File: src/rtl/clockport_bus_ctrl.sv
// Clockport-to-Pi latch sequencer: synchronises clockport strobes/address and
// drives the data latch LE/OE, direction and the Pi request/acknowledge handshake.
module clockport_bus_ctrl #(
  parameter int unsigned ADDR_W      = 4,
  parameter int unsigned SYNC_STAGES = 2,
  parameter int unsigned LE_PULSE    = 2,
  parameter int unsigned TIMEOUT     = 255
) (
  input  logic              clk,
  input  logic              rst,
  input  logic              cp_cs_n,
  input  logic              cp_iord_n,
  input  logic              cp_iowr_n,
  input  logic [ADDR_W-1:0] cp_addr,
  output logic              latch_le_n,
  output logic              latch_oe_n,
  output logic              dir,
  output logic              pi_req,
  output logic              pi_rnw,
  output logic [ADDR_W-1:0] pi_addr,
  input  logic              pi_ack,
  output logic              busy,
  output logic              timeout_err
);

  localparam int unsigned LE_W  = (LE_PULSE > 1) ? $clog2(LE_PULSE) : 1;
  localparam int unsigned CNT_W = 8;

  typedef enum logic [2:0] {
    S_IDLE, S_WR_LATCH, S_WR_WAIT, S_RD_REQ, S_RD_LATCH, S_RD_DRIVE, S_RECOVER
  } state_e;

  logic [SYNC_STAGES-1:0] cs_sync_q, rd_sync_q, wr_sync_q;
  logic [ADDR_W-1:0]      addr_sync_q [SYNC_STAGES];

  state_e            state_q, state_d;
  logic              le_n_q, le_n_d, oe_n_q, oe_n_d, dir_q, dir_d;
  logic              req_q, req_d, rnw_q, rnw_d, busy_q, busy_d, terr_q, terr_d;
  logic [ADDR_W-1:0] addr_q, addr_d;
  logic [LE_W-1:0]   le_cnt_q, le_cnt_d;
  logic [CNT_W-1:0]  to_cnt_q, to_cnt_d;
  logic              cs, rd, wr;

  // Metastability synchronisers on every asynchronous clockport input
  always_ff @(posedge clk or posedge rst) begin
    if (rst) begin
      cs_sync_q <= '1;
      rd_sync_q <= '1;
      wr_sync_q <= '1;
      for (int i = 0; i < SYNC_STAGES; i++) addr_sync_q[i] <= '0;
    end else begin
      cs_sync_q <= {cs_sync_q[SYNC_STAGES-2:0], cp_cs_n};
      rd_sync_q <= {rd_sync_q[SYNC_STAGES-2:0], cp_iord_n};
      wr_sync_q <= {wr_sync_q[SYNC_STAGES-2:0], cp_iowr_n};
      addr_sync_q[0] <= cp_addr;
      for (int i = 1; i < SYNC_STAGES; i++) addr_sync_q[i] <= addr_sync_q[i-1];
    end
  end

  assign cs = ~cs_sync_q[SYNC_STAGES-1];
  assign rd = cs & ~rd_sync_q[SYNC_STAGES-1];
  assign wr = cs & ~wr_sync_q[SYNC_STAGES-1];

  always_ff @(posedge clk or posedge rst) begin
    if (rst) begin
      state_q  <= S_IDLE;
      le_n_q   <= 1'b1;
      oe_n_q   <= 1'b1;
      dir_q    <= 1'b1;
      req_q    <= 1'b0;
      rnw_q    <= 1'b0;
      addr_q   <= '0;
      busy_q   <= 1'b0;
      terr_q   <= 1'b0;
      le_cnt_q <= '0;
      to_cnt_q <= '0;
    end else begin
      state_q  <= state_d;
      le_n_q   <= le_n_d;
      oe_n_q   <= oe_n_d;
      dir_q    <= dir_d;
      req_q    <= req_d;
      rnw_q    <= rnw_d;
      addr_q   <= addr_d;
      busy_q   <= busy_d;
      terr_q   <= terr_d;
      le_cnt_q <= le_cnt_d;
      to_cnt_q <= to_cnt_d;
    end
  end

  // Next-state and next-output logic; LE/OE default to released every cycle
  always_comb begin
    state_d  = state_q;
    le_n_d   = 1'b1;
    oe_n_d   = 1'b1;
    dir_d    = dir_q;
    req_d    = req_q;
    rnw_d    = rnw_q;
    addr_d   = addr_q;
    terr_d   = 1'b0;
    le_cnt_d = le_cnt_q;
    to_cnt_d = to_cnt_q;
    unique case (state_q)
      S_IDLE: begin
        if (wr && !rd) begin
          state_d  = S_WR_LATCH;
          dir_d    = 1'b1;
          addr_d   = addr_sync_q[SYNC_STAGES-1];
          le_n_d   = 1'b0;
          le_cnt_d = '0;
        end else if (rd && !wr) begin
          state_d  = S_RD_REQ;
          dir_d    = 1'b0;
          addr_d   = addr_sync_q[SYNC_STAGES-1];
          rnw_d    = 1'b1;
          req_d    = 1'b1;
          to_cnt_d = '0;
        end else if (rd && wr) begin
          state_d = S_RECOVER;
        end
      end
      S_WR_LATCH, S_RD_LATCH: begin
        if (le_cnt_q == LE_W'(LE_PULSE - 1)) begin
          if (state_q == S_WR_LATCH) begin
            state_d  = S_WR_WAIT;
            req_d    = 1'b1;
            rnw_d    = 1'b0;
            to_cnt_d = '0;
          end else begin
            state_d = S_RD_DRIVE;
          end
        end else begin
          le_n_d   = 1'b0;
          le_cnt_d = le_cnt_q + LE_W'(1);
        end
      end
      S_WR_WAIT, S_RD_REQ: begin
        // Ack is checked before the timeout so a last-cycle ack still completes
        to_cnt_d = to_cnt_q + CNT_W'(1);
        if (pi_ack) begin
          req_d = 1'b0;
          if (state_q == S_WR_WAIT) begin
            state_d = S_RECOVER;
          end else begin
            state_d  = S_RD_LATCH;
            le_n_d   = 1'b0;
            le_cnt_d = '0;
          end
        end else if (to_cnt_d == CNT_W'(TIMEOUT)) begin
          req_d   = 1'b0;
          terr_d  = 1'b1;
          state_d = S_RECOVER;
        end
      end
      S_RD_DRIVE: begin
        if (rd) oe_n_d = 1'b0;
        else    state_d = S_RECOVER;
      end
      S_RECOVER: begin
        if (!cs) state_d = S_IDLE;
      end
      default: state_d = S_IDLE;
    endcase
    busy_d = (state_d != S_IDLE);
  end

  assign latch_le_n  = le_n_q;
  assign latch_oe_n  = oe_n_q;
  assign dir         = dir_q;
  assign pi_req      = req_q;
  assign pi_rnw      = rnw_q;
  assign pi_addr     = addr_q;
  assign busy        = busy_q;
  assign timeout_err = terr_q;

endmodule

File: config.mk
export PLATFORM = sky130hd
export DESIGN_NAME = clockport_bus_ctrl
export DESIGN_NICKNAME = d
export VERILOG_FILES = /design/src/rtl/clockport_bus_ctrl.sv
export SDC_FILE = /design/constraint.sdc
export NUM_CORES = 1
export LEC_CHECK = 0
export CAP_MARGIN = 10
export CORE_MARGIN = 4
export CORE_UTILIZATION = 44
export DETAILED_ROUTE_END_ITERATION = 10
export GPL_ROUTABILITY_DRIVEN = 0
export PLACE_DENSITY_LB_ADDON = 0.05
export REMOVE_ABC_BUFFERS = 1
export SYNTH_ARGS = -nofsm -noshare
export SYNTH_HDL_FRONTEND = slang
export SYNTH_SLANG_ARGS = --single-unit
export TNS_END_PERCENT = 1
File: constraint.sdc
create_clock -name clk -period 1.9 [get_ports clk]
set_clock_uncertainty 0.1 [all_clocks]
set_input_delay 0.19 -clock clk [delete_from_list [all_inputs] [get_ports clk]]
set_output_delay 0.19 -clock clk [all_outputs]
set_load 0.01 [all_outputs]
==> impl_summary.md, run 1 <==
Run status
The flow ran to the end, and the final reports show no timing, DRC or antenna violations.

Yosys
The number of synthesized register bits is 37. The cell with the most instances after synthesis is dfrtp_1. The area fraction of the dominant cell type after synthesis is 0.417. The compound-cell area share of the yosys netlist is 0.150. Averaged over all synthesized cells, the footprint is 11.1 sq um. The multiplexer area fraction after synthesis is 0.0514.

Yosys attributes the largest share of cell area to dfrtp_1 42%, dfstp_2 14%, o21ai_0 5.1%, mux2_2 3.4%, ha_1 3.0%. The post-synth design cell area is 1680 sq um. The cell count after synthesis came out at between 150 and 200. The synthesized design spends more area on one cell type than any other, namely dfrtp_1. The number of distinct standard cells referenced by the synthesized netlist is 45. The adder-cell share of the synthesized area is 0.0298. By area, the combinational part of the netlist is dominated by simple AND/OR/NAND/NOR gates. In the synthesized netlist, the cells that appear most often are 28 x dfrtp_1, 17 x o21ai_0, 12 x nor2_1. Of the total synthesized cell area, the portion taken by AND, OR, NAND and NOR gates is 0.171. The synthesized design contains 0 enable-type register cells.

Of the total synthesized cell area, the portion taken by XOR and XNOR cells is 0. For this run, the register share of the synthesized area comes to 0.558. For this run, asynchronously set or reset flops after synthesis account for 1.00.

For this run, the number of Yosys warnings is 0. In the synthesized netlist the dominant register cell turns out to be dfrtp_1.

STA
Measured against its own limit, the worst slew margin works out to 0.708. Setup repair after global routing could not meet its margin everywhere. Setup violations remaining at the end of the flow were counted as 0. The minimum period implied by the final worst setup slack is 1.83 ns.

Timing would allow up to 0.546 GHz. The final count of hold timing violations was 0. For the pin with the worst max-slew slack, the measured transition is 0.435 ns. The summed negative setup slack over all endpoints is 0 ns. In the finished design, the share of the clock period the worst path needs comes to 0.964. The max-slew violation count is 0.

Placement
The area of placed instances is 2050 sq um. The HPWL after detailed placement is 2380 um. The number of input and output port buffers inserted is 20.

Setup path
For this design, the slowest cell found on the critical path is dfstp_2. The critical path in this run is classified as flop to flop. The worst setup path is captured at a flop. The largest single stage delay on the critical path is 0.54 ns. The critical path launch point type is a flop.

Walking the worst path, the cells encountered are or2_4, inv_2, ha_4, buf_6, a211oi_4, o32ai_2, or3b_1. The critical path data arrival time is 1.91 ns. STA puts the critical path data required time at slightly below 2 ns. The maximum fanout count along the critical path is 4.

Detailed routing
For this run, design rule violations remaining after detail routing come to 0. Before antenna repair, the detailed router went through 4 iterations. Summing over every cut layer, the via total after detailed routing is 1265. Summed over all layers, the routed wires come to between 3000 and 4000 um. The detail route stage leaves a number of antenna-violating nets equal to 0. The average via count per standard cell is 5.21.

In the final routed layout, each cell accounts on average for 13.8 um. After the first detailed-routing iteration, the DRC count stood at 92.

Worst hold path
The kind of path behind the tightest hold check is primary input to asynchronous set/reset pin.

Job
Max-cap violations in this run came to 0.

Finish
Relative to the synthesized area, the layout overhead comes to 34.3%. The count of fill cells added during filler insertion is 329. In the final layout, flip-flops and latches occupy 940 sq um.

At the end of the flow, the number of nets in the layout was 208. Summing all non-filler instances in the final layout gives an area of 2260 sq um. The proportion of layout cells with a drive suffix above 1 is 0.323. The diode insertion count for antenna repair is 0. Summing all multi-input logic gate instances after layout gives between 700 and 800 sq um.

Power
IR analysis of the VDD net gives a maximum drop of between 0.6 and 0.7 mV. Summed over all cells, the static leakage comes to 0.937 nW. For this design the ratio of total power to cell area is between 1000 and 1500 nW/um^2.

Floorplan
The area inside the core boundary is 3690 sq um. The initial utilization of the core area, before any placement, comes to 0.456. The die is 69.8 um tall. The die outline width is ~70 um.

The die footprint is 4870 sq um. The standard-cell row count is 22. 21 I/O pins were placed.

Clock network
The H-tree generated during clock tree synthesis spans 2 levels. The CTS buffer count is 5. The clock sink count is 37. No sink is reached through more buffers than the 2 on the longest clock path.

TritonCTS built the clock tree. The library cell used as clock root buffer is clkbuf_8. The latest clock arrival within the worst-skew pair is 0.30 ns. The register clock-pin slew on the reported worst setup and hold paths is roughly 0.080 ns.

Global routing
The global-route usage over all layers is 0.152. The via count of the first global-routing pass is between 1000 and 1500. Entering global routing, the biggest net connects 38 pins. The number of antenna violations at the first check in global routing is 0. The sum of overflow across all layers after global routing is 0. The first global-routing pass estimated between 5000 and 6000 um of wire.
==> placed cells by master, fill, tap and decap left out, types with 5 or more instances in the layout <==
cell,instances
nor2_1,12
dfstp_2,9
clkdlybuf4s50_1,20
nand2_1,11
buf_4,17
nand3_1,6
o21ai_0,14
clkbuf_8,5
inv_1,6
dfrtp_1,26
==> final timing paths <==
| check | start | to | slack (ns) | cells after the start |
|---|---|---|---|---|
| setup / recovery | cs_sync_q[1]$_DFF_PP1_ | busy$_DFF_PP0_ | 0.07 | 7 |
| hold / removal | rst | addr_sync_q[1]$_DFF_PP0_ | 0.20 | 3 |
| setup reg to reg | cs_sync_q[1]$_DFF_PP1_ | busy$_DFF_PP0_ | 0.07 | 7 |
| hold reg to reg | addr_sync_q[5]$_DFF_PP0_ | addr_sync_q[1]$_DFF_PP0_ | 0.24 | 0 |
| max in group asynchronous | rst | latch_oe_n$_DFF_PP1_ | 1.15 | 3 |
| min in group clk | cp_iord_n | rd_sync_q[0]$_DFF_PP1_ | 0.20 | 1 |
==> sequential cells by signal (all words and copies together), names as in the netlist <==
name / cells
pi_req: 1
cs_sync_q: 2
timeout_err: 1
le_cnt_q: 1
addr_sync_q: 8
to_cnt_q: 8
pi_addr: 4
busy: 1
latch_oe_n: 1
state_q: 3
pi_rnw: 1
wr_sync_q: 2
dir: 1
latch_le_n: 1
rd_sync_q: 2
==> report_power, final <==
part	internal (mW)	total, mW	switching (mW)
combinational	0.722	1.34	0.622
sequential	0.992	1.19	0.196
clock	0.257	0.556	0.299
==> kinds of logic (layout without fill, tap and decap cells) <==
logic type / count (synthesis) / count (layout)
mux: 8 / 8
buf+inv: 13 / 57
flops: 37 / 37
compound gates: 36 / 36
simple gates: 53 / 53
fa+ha+maj: 4 / 4
==> area by class of cell <==
cell class | count | share of cell area
Sequential cell | 37 | 0.417
Multi-Input combinational cell | 101 | 0.336
Timing Repair Buffer | 40 | 0.164
Clock buffer | 5 | 0.0305
Tap cell | 48 | 0.0266
Inverter | 9 | 0.0161
Clock inverter | 3 | 0.00998
==> what timing repair did <==
action	4_1_cts	5_1_grt
hold buffers	0	0
pin swaps	7	9
endpoints found under the setup margin	9	13
buffers inserted	1	1
resized for setup	10	13
==> per-layer routing <==
layer  wire length (um)  global-route usage  vias up
met2               1530               0.232       36
met5                  0                   0        -
met3                196              0.0551        9
met4                 70              0.0574        0
met1               1560               0.198      603
li1                   -                   -      617
==> worst max-delay path, delay by kind of cell, from the launching register on <==
kind	cells	cell delay, ns
compound gates	2	0.27
fa+ha+maj	1	0.17
flops	1	0.54
buf+inv	2	0.16
simple gates	2	0.47
==> stage by stage <==
step	hold WS, ns	util	power [mW]	setup slack [ns]	instances
after floorplan	0.0945	-	1.82	-0.0172	147
after global placement	0.233	0.557	2.38	-0.0398	234
after detailed placement	0.236	0.557	2.40	-0.0766	234
after CTS	0.190	0.595	3.05	-0.0135	242
after global routing	0.190	0.612	3.32	-0.0128	243
final	0.200	0.612	3.09	0.0682	243
Note: power is estimated with default switching activity, not from simulation.
==> inputs of run 2 (changes only) <==
--- a/config.mk
+++ b/config.mk
@@ -5,8 +5,8 @@
 export SDC_FILE = /design/constraint.sdc
 export NUM_CORES = 1
 export LEC_CHECK = 0
+export ABC_CLOCK_PERIOD_IN_PS = 2100
 export CAP_MARGIN = 10
-export CORE_MARGIN = 4
 export CORE_UTILIZATION = 44
 export DETAILED_ROUTE_END_ITERATION = 10
 export GPL_ROUTABILITY_DRIVEN = 0
==> constraint.sdc (replaced) <==
create_clock -name clk -period 2.1 [get_ports clk]
set_clock_uncertainty 0.1 [all_clocks]
set_input_delay 0.21 -clock clk [delete_from_list [all_inputs] [get_ports clk]]
set_output_delay 0.21 -clock clk [all_outputs]
set_load 0.01 [all_outputs]
==> run 2 against run 1 <==
Via count shrank 4.8%. Cell count down 5.8%. Largest cell class unchanged. Sequential share of layout area rose by 4.1 points.
==> impl_summary.md, run 2 (synthesis results as in run 1) <==
Run status
The flow ran to the end, and the final reports show no timing, DRC or antenna violations.

Detailed routing
The number of vias in the routed layout is 1204 (-4.8%). The number of remaining DRC errors is 0 (unchanged). The detailed-route wire length is 3100 um (-7.5%). The initial detailed-routing violation count was 39 (-58%).

The iteration count of the initial detailed-routing pass was 4 (unchanged). The wire length per cell came to 13.5 um (-1.9%). The average via count per standard cell is 5.26 (+1.0%).

The antenna violation net count after detailed routing is 0 (unchanged).

Floorplan
The area inside the core boundary is 3660 sq um (-0.75%). The die footprint came to 4070 sq um (-16%). The die outline width came to 63.8 um (-8.6%). The die extent in y was 63.8 um (-8.6%).

The standard-cell row count is 22 (unchanged). The count of pins on the block boundary was 21 (unchanged). The initial core utilization is 0.459 (+0.00343).

Setup path
The critical path data arrival time is 2.03 ns (+0.12 ns). Among all stages on the critical path, the largest delay is contributed by dfstp_2. The worst register-to-register path begins at wr_sync_q[1]$_DFF_PP1_. The endpoint kind of the worst setup timing path is a flop. The critical path launch point type is a flop. The critical path goes through or2_2, inv_1, ha_4, inv_1, and3_4, a211oi_2, or3b_1. The count of buffer and inverter cells on the critical path is 2 (unchanged). Among cell families on the critical path, the largest total delay comes from simple AND/OR/NAND/NOR gates. The internal reg-to-reg setup slack is 0.13 ns (+0.06 ns). The launch point of the critical path is wr_sync_q[1]$_DFF_PP1_. The maximum fanout count along the critical path is 6 (+2). The required time reported for the critical path endpoint is 2.17 ns (+0.20 ns).

The type of the setup path with the least slack is flop to flop. The maximum single-stage delay on the critical path is 0.38 ns (-0.16 ns). In this design, the critical path's most frequently occurring cell is inv_1.

Global routing
The sum of overflow across all layers after global routing is 0 (unchanged). The via count of the first global-routing pass is 1111 (-12%). The pin count of the biggest net entering global routing is 38 (unchanged).

The number of antenna violations at the first check in global routing came to 0 (unchanged). The wire length of the first global-routing pass is 5360 um (-8.6%). The global-route usage over all layers is 0.179 (+0.0264).

Power
The part of the total power dissipated in sequential elements is 0.440 (+0.055). The fraction of power consumed by combinational cells is 0.376 (-0.059). The leakage power total is 0.850 nW (-9.3%). The post-layout total power came to 2.52 mW (-18%). The clock network power share is 0.184 (+0.004). The cell internal power dissipation is 1.62 mW (-18%). The power density over cell area was 1230 nW/um^2 (-10%). The worst ir drop on vdd is 0.549 mV (-18%). The net switching power of the design came to 0.898 mW (-20%). The switching power as a share of total power is 0.356 (-0.00553).

Placement
The number of input and output port buffers inserted is 20 (unchanged). The area of placed instances is 1960 sq um (-4.8%). The half-perimeter wire length after detailed placement was 2110 um (-12%).

Job
The max-cap violation count is 0 (unchanged).

Finish
The proportion of layout cells with a drive suffix above 1 is 0.204 (-0.119). The register cell area after layout is 937 sq um (-0.27%). The final standard cell area without fillers was 2050 sq um (-9.2%).

The multi-input logic area is 689 sq um (-9.1%). In the layout the commonest cells are 28 x dfrtp_1, 20 x clkdlybuf4s50_1, 17 x o21ai_0. The synthesis-to-finish area growth is 21.9%. The commonest non-fill, non-tap cell in the layout is dfrtp_1. The number of nets in the layout is 194 (-6.7%). The count of fill cells added during filler insertion is 318 (-3.3%). The diode insertion count for antenna repair is 0 (unchanged).

Clock network
The clock sink count was 37 (unchanged). The latest clock arrival within the worst-skew pair is 0.29 ns (about the same). The library cell used as clock root buffer is clkbuf_8. The register clock-pin slew on the reported worst setup and hold paths came to 0.07 ns (about the same).

The clock tree from TritonCTS is done. The post-CTS setup repair buffer count is 0 (-1). The total number of H-tree levels is 2 (unchanged).

The CTS buffer count is 5 (unchanged). The maximum count of clock buffers along a single path was 2 (unchanged).

STA
The headroom to the max-slew limit was 0.650 (-0.0579). The final setup violation count is 0 (unchanged). Setup repair after global routing left no endpoint under its margin. The final critical-path share of the clock period was 0.937 (-0.0268). The minimum period implied by the final worst setup slack is 1.97 ns (+0.137 ns). The final count of hold timing violations is 0 (unchanged). The max-slew violation count is 0 (unchanged). The slew of the pin with the lowest slew margin came to 0.525 ns (+0.0902 ns). The summed negative setup slack over all endpoints was 0 ns (unchanged).

The upper clock frequency limit is 0.508 GHz (-6.9%).

Worst hold path
The path class of the tightest hold or removal check is primary input to asynchronous set/reset pin.
[run 2: power groups by stage]
| stage | clock network, mW | logic (mW) | registers (mW) |
|---|---|---|---|
| floorplan | 0 | 0.529 | 1.12 |
| global placement | 0 | 0.939 | 1.11 |
| detailed placement | 0 | 0.943 | 1.11 |
| CTS | 0.485 | 0.954 | 1.10 |
| global route | 0.529 | 1.05 | 1.14 |
| finish | 0.464 | 0.948 | 1.11 |
[run 2: what timing repair did]
item	CTS	global route
resized for setup	0	2
hold buffers	0	0
setup endpoints to repair	0	4
[run 2: metrics by stage]
stage	hold slack [ns]	utilization	setup slack, ns	std cells
after floorplan	0.114	-	0.183	147
after global placement	0.233	0.534	0.0774	221
after detailed placement	0.238	0.534	0.0559	221
after CTS	0.218	0.556	0.00462	229
after global routing	0.216	0.559	0.0108	229
final	0.229	0.559	0.132	229
[run 2: final cells by class]
cell class	count	area share
Sequential cell	37	0.458
Inverter	9	0.0177
Clock buffer	8	0.0391
Tap cell	48	0.0293
Timing Repair Buffer	26	0.120
Multi-Input combinational cell	101	0.337
[run 2: final timing paths]
check | endpoint | cells after the start
hold / removal | pi_rnw$_DFFE_PP0P_ | 3
max in group asynchronous | latch_le_n$_DFF_PP1_ | 3
setup reg to reg | busy$_DFF_PP0_ | 7
setup / recovery | busy$_DFF_PP0_ | 7
hold reg to reg | addr_sync_q[1]$_DFF_PP0_ | 0
min in group clk | rd_sync_q[0]$_DFF_PP1_ | 1
[run 2: metal layers]
metal | vias up | share of wire | GRT usage
met4 | 0 | 0.018 | 0.0682
met5 | - | 0 | 0
met3 | 5 | 0.053 | 0.0679
met2 | 28 | 0.45 | 0.243
met1 | 583 | 0.48 | 0.256
li1 | 588 | - | -
[run 2: worst min-delay path, stage by stage]
cell and delay [ns]:
clkdlybuf4s50_1 0.40, inv_1 0.05, buf_4 0.38
==> inputs of run 3 (changes only) <==
--- a/config.mk
+++ b/config.mk
@@ -7,6 +7,7 @@
 export LEC_CHECK = 0
 export ABC_CLOCK_PERIOD_IN_PS = 2100
 export CAP_MARGIN = 10
+export CORE_MARGIN = 2
 export CORE_UTILIZATION = 44
 export DETAILED_ROUTE_END_ITERATION = 10
 export GPL_ROUTABILITY_DRIVEN = 0
==> run 3 against run 2 <==
Via count fell by 0.91%. Cell count did not move. Sequential power barely moved.
==> impl_summary.md, run 3 (synthesis results as in run 1) <==
Clock network
The clock sink count came to 37 (unchanged). TritonCTS built the clock tree. The maximum count of clock buffers along a single path was 2 (unchanged).

The register clock-pin slew on the reported worst setup and hold paths came to 0.07 ns (about the same). In this run the clock root is driven by a clkbuf_8. The total number of H-tree levels is 2 (unchanged). The CTS buffer count is 5 (unchanged). The latest clock arrival within the worst-skew pair is 0.28 ns (about the same).

The post-CTS setup repair buffer count is 0 (unchanged).

Setup path
The maximum single-stage delay on the critical path is 0.38 ns (about the same). The worst setup path is launched from a flop. The type of the setup path with the least slack is flop to flop. The maximum fanout count along the critical path is 6 (unchanged). The critical path data arrival time came to 2.06 ns (+0.03 ns).

STA classifies the critical path endpoint as a flop. Traced cell by cell, the critical path runs through or2_2, inv_1, ha_4, inv_1, and3_4, a211oi_2, or3b_1. The worst-path cell with the longest stage delay is dfstp_2. The required time reported for the critical path endpoint is 2.16 ns (about the same).

The cell that appears most often on the critical path is inv_1.

Floorplan
The die footprint is 4330 sq um (+6.4%). The standard-cell row count is 22 (unchanged). The die extent in y is 65.8 um (+3.1%). The initial core utilization was 0.459 (unchanged).

The die outline width is 65.8 um (+3.1%). The count of pins on the block boundary is 21 (unchanged). The area inside the core boundary came to 3660 sq um (unchanged).

STA
The final setup violation count is 0 (unchanged). The minimum period implied by the final worst setup slack was 1.99 ns (+0.0226 ns). The max-slew violation count came to 0 (unchanged). The final critical-path share of the clock period is 0.948 (+0.0108). The final count of hold timing violations is 0 (unchanged). The slew of the pin with the lowest slew margin came to 0.530 ns (+0.00554 ns). The headroom to the max-slew limit is 0.646 (-0.00369).

The upper clock frequency limit was 0.502 GHz (-1.1%). Setup repair after global routing left no endpoint under its margin. The summed negative setup slack over all endpoints came to 0 ns (unchanged).

Detailed routing
The average via count per standard cell is 5.21 (-0.91%). The sum of met2 wire segment lengths after detailed routing came to 1320 um (-4.5%). The number of remaining DRC errors is 0 (unchanged). The number of vias in the routed layout is 1193 (-0.91%).

The initial detailed-routing violation count is 105 (+170%). The iteration count of the initial detailed-routing pass was 4 (unchanged). The detailed-route wire length is 2970 um (-4.2%).

The met1 routed wirelength after detailed routing is 1410 um (-5.7%). The wire length per cell is 13.0 um (-4.2%). The antenna violation net count after detailed routing is 0 (unchanged).

In this run the top signal layer used is met4. The routed length on met3 is 167 um (+1.2%).

Placement
The number of input and output port buffers inserted is 20 (unchanged). The half-perimeter wire length after detailed placement is 2100 um (-0.55%). The area of placed instances is 1960 sq um (unchanged).

Finish
The proportion of layout cells with a drive suffix above 1 is 0.221 (+0.0166). Leaving out fill and tap cells, the most frequent cells in the layout are 28 x dfrtp_1, 20 x clkdlybuf4s50_1, 17 x o21ai_0. The final standard cell area without fillers is 2070 sq um (+1.0%). The number of nets in the layout is 194 (unchanged).

The diode insertion count for antenna repair was 0 (unchanged). Leaving out fill and tap cells, the most frequent cell in the layout is dfrtp_1. Compared with the post-synthesis result, the final layout area differs by 23.2%.

Power
The leakage power total is 0.864 nW (+1.7%). The worst ir drop on vdd is 0.629 mV (+15%). The post-layout total power came to 2.58 mW (+2.2%). The power density over cell area is 1250 nW/um^2 (+1.2%).

Run status
The flow ran to the end, and the final reports show no timing, DRC or antenna violations.

Global routing
The wire length of the first global-routing pass is 5550 um (+3.5%). The sum of overflow across all layers after global routing came to 0 (unchanged). The pin count of the biggest net entering global routing is 38 (unchanged). The number of antenna violations at the first check in global routing is 0 (unchanged). The via count of the first global-routing pass is 1169 (+5.2%). The global-route usage over all layers is 0.173 (-0.00625).

Job
The max-cap violation count was 0 (unchanged).

Worst hold path
The kind of path behind the tightest hold check is primary input to asynchronous set/reset pin.
## run 3: cell types whose count changed in the layout (fill, tap and decap cells not counted), sizes merged
cell	previous run	this run
clkbuf	8	7
clkinv	1	2
## run 3: critical path: cells and delay by family, from the launching register on
family,cells,cell delay (ns)
buffers and inverters,2,0.18
adders and majority gates,1,0.18
DFF,1,0.38
AOI/OAI and AO/OA,1,0.20
and+or+nand+nor,3,0.81
## run 3: through the flow
step / worst slack (ns) / util / instances / hold slack [ns]
floorplan: 0.183 / - / 147 / 0.114
global placement: 0.0803 / 0.534 / 221 / 0.232
detailed placement: 0.00642 / 0.534 / 221 / 0.236
CTS: 0.0554 / 0.563 / 229 / 0.227
global route: 0.0174 / 0.565 / 229 / 0.229
finish: 0.109 / 0.565 / 229 / 0.229
## run 3: cell type report
class                      instances  area [sq um]
clock inverter                     1          5.00
fill                             314          1590
inverter                           9          36.3
clock buffer                       7          96.3
multi-input combinational        101           689
timing repair buffer              26           245
sequential                        37           937
tap                               48          60.1
## run 3: final timing paths
path,start,to,slack (ns),cells past startpoint
max,wr_sync_q[1]$_DFF_PP1_,busy$_DFF_PP0_,0.11,7
min,rst,to_cnt_q[5]$_DFFE_PP0P_,0.23,3
max reg2reg,wr_sync_q[1]$_DFF_PP1_,busy$_DFF_PP0_,0.11,7
min reg2reg,addr_sync_q[4]$_DFF_PP0_,addr_sync_q[0]$_DFF_PP0_,0.25,0
max in group asynchronous,rst,latch_le_n$_DFF_PP1_,1.33,3
min in group clk,cp_iord_n,rd_sync_q[0]$_DFF_PP1_,0.23,1
## run 3: what timing repair did
action,in CTS,in global routing
hold buffers,0,0
resized for setup,1,1
setup endpoints to repair,1,2
## run 3: power breakdown
part | switching [mW] | leakage [nW] | internal [mW]
combinational | 0.440 | 0.376 | 0.493
sequential | 0.219 | 0.434 | 0.894
clock | 0.234 | 0.0542 | 0.296
## run 3: metal layers
layer,up-vias,global-route usage
met5,-,0
met4,0,0.0833
met3,7,0.0528
met2,35,0.245
met1,564,0.240
li1,587,-
==> patch, RTL diff (settings of run 3) <==
`addr_q` no longer has a reset.
--- a/src/rtl/clockport_bus_ctrl.sv
+++ b/src/rtl/clockport_bus_ctrl.sv
@@ -70,5 +70,4 @@
       req_q    <= 1'b0;
       rnw_q    <= 1'b0;
-      addr_q   <= '0;
       busy_q   <= 1'b0;
       terr_q   <= 1'b0;
@@ -82,5 +81,4 @@
       req_q    <= req_d;
       rnw_q    <= rnw_d;
-      addr_q   <= addr_d;
       busy_q   <= busy_d;
       terr_q   <= terr_d;
@@ -88,4 +86,8 @@
       to_cnt_q <= to_cnt_d;
     end
+  end
+
+  always_ff @(posedge clk) begin
+    addr_q <= addr_d;
   end
 
Behaviour: differs if rst is asserted again (counterexample within 4 cycles, from zero or initial values and one cycle with rst high); with rst held inactive, the same outputs for 10 cycles.
==> patch against run 3 <==
The flow now finishes with violations (setup timing); setup slack worse by 0.16 ns; utilization is 5.7 points higher; routed wire length is 3.2% higher; total power is 4.7% lower; cell area is 2.7% higher; synthesized area is 4.5% lower; sequential cell count stayed put; final cell count is 3.5% higher; synthesized cell count is 1.3% lower; critical endpoint unchanged; highest routed layer unchanged.
==> patch: results (changes against run 3) <==
[status]
status = finished, violations left
violations = setup timing

[setup_path]
cp_data_arrival_time_ns = 2.26  ; +0.20 ns
r2r-start = cs_sync_q[1]
r2r_setup_slack_ns = -0.05  ; -0.16 ns
worstPathMaxFanout = 5  ; -1
r2r_end = busy
slowest_stage = or4b_1
cpPeakStageDelay_ns = 0.50  ; +0.12 ns

[cts]
cts_root_buf = clkbuf_4
clk_pin_slew_ns = 0.12  ; +0.05 ns
clock_path_buffers = 2  ; unchanged
cts_made_buffers = 5  ; unchanged
clock_latency_ns = 0.34  ; +0.06 ns

[logic_synthesis]
ys_top_cells_by_count = 24 x dfrtp_1, 14 x nand2_1, 13 x o21ai_0
ys_seq_area_share_pct = 59.6  ; +3.9 points
synth_cell_type_count = 42  ; -6.7%
synth_cells = 149  ; -1.3%
synth_edf_count = 4  ; +4
synthArstFlopShare_pct = 89.2  ; -11 points
synth_area_leaders = dfrtp_1 37%, dfstp_2 15%, edfxtp_1 7.5%

[placement]
pre_cts_slack_ns = -0.163  ; -0.169 ns
hpwlAfterDp_mm = 2.12  ; +0.91%
placed_cells = 226  ; +2.3%

[timing]
setup_ws_ns = -0.0472  ; -0.156 ns
slew_headroom_pct = 65.5  ; +0.85 points
finalSetupViolations = 1  ; +1
setup_tns_ns = -0.0472  ; -0.0472 ns

[drt]
drt-total-wl_mm = 3.07  ; +3.2%
viasPerCell = 5.15  ; -1.1%
drt-initial-drc-count = 64  ; -39%
via_count = 1221  ; +2.3%

[grt]
grt_pass1_wl_mm = 5.64  ; +1.7%
grt_max_degree = 34  ; -11%
grt.total_usage_pct = 18.1  ; +0.83 points

[power_and_ir_drop]
vdd_ir_drop_max_v = 0.000597  ; -5.0%
leakagePower_uw = 0.000884  ; +2.3%

[layout]
nets = 204  ; +5.2%
fillers = 286  ; -8.9%
layout-drive-gt1-share_pct = 27.7  ; +5.6 points

-- patch: logic make-up after synthesis --
logic type / after synthesis / share of synthesized area (%)
fa+ha+maj: 4 / 3.12
buf+inv: 16 / 4.21
mux: 3 / 1.95
xor+xnor: 2 / 1.09
flops: 37 / 59.6
simple gates: 52 / 16.3
compound gates: 35 / 13.7
-- patch: metrics by stage --
stage                     total power (uW)  area, sq um  hold slack, ns
after floorplan                       1520         1580           0.114
after global placement                1880         1960           0.232
after detailed placement              1900         1960           0.237
after CTS                             2460         2110           0.122
after global routing                  2650         2130           0.107
final                                 2450         2130           0.125
-- patch: area by class of cell --
class	instances	share of cell area, %
clock inverters	2	0.765
clock buffers	6	2.94
repair buffers	39	16.1
flip-flops and latches	37	45.0
inverters	10	1.77
well taps	46	2.71
multi-input cells	97	30.7
-- patch: how the worst max path moves through the flow --
stage	startpoint	to	slack (ns)	cells past startpoint
final	cs_sync_q[1]	busy	-0.05	7
after global routing	to_cnt_q[1]	busy	-0.14	7
after CTS	to_cnt_q[1]	busy	-0.05	7
after detailed placement	wr_sync_q[1]	busy	-0.16	7
after global placement	wr_sync_q[1]	busy	-0.13	7
after floorplan	cs_sync_q[1]	pi_req	-0.05	7
-- patch: tightest hold or removal path, delay by kind of cell --
family / cells / cell delay [ns]
buffers and inverters: 3 / 0.79
-- patch: power by group --
part           switching (uW)  leakage [uW]  internal, uW
Clock                     247     0.0000396           204
Sequential                184      0.000423           880
Combinational             455      0.000421           485
-- patch: per-layer routing --
metal / routed length [microns] / GRT usage [%]
met1: 1380 / 22.4
met2: 1530 / 29.4
met3: 130 / 5.81
met4: 21 / 7.18
met5: 0 / 0
-- patch: what timing repair did --
action                     4_1_cts  5_1_grt
setup endpoints to repair       11        7
buffers inserted                 2        0
cloned                           1        0
hold buffers                     0        0
gates resized for setup         11        7
pin swaps                        5        1
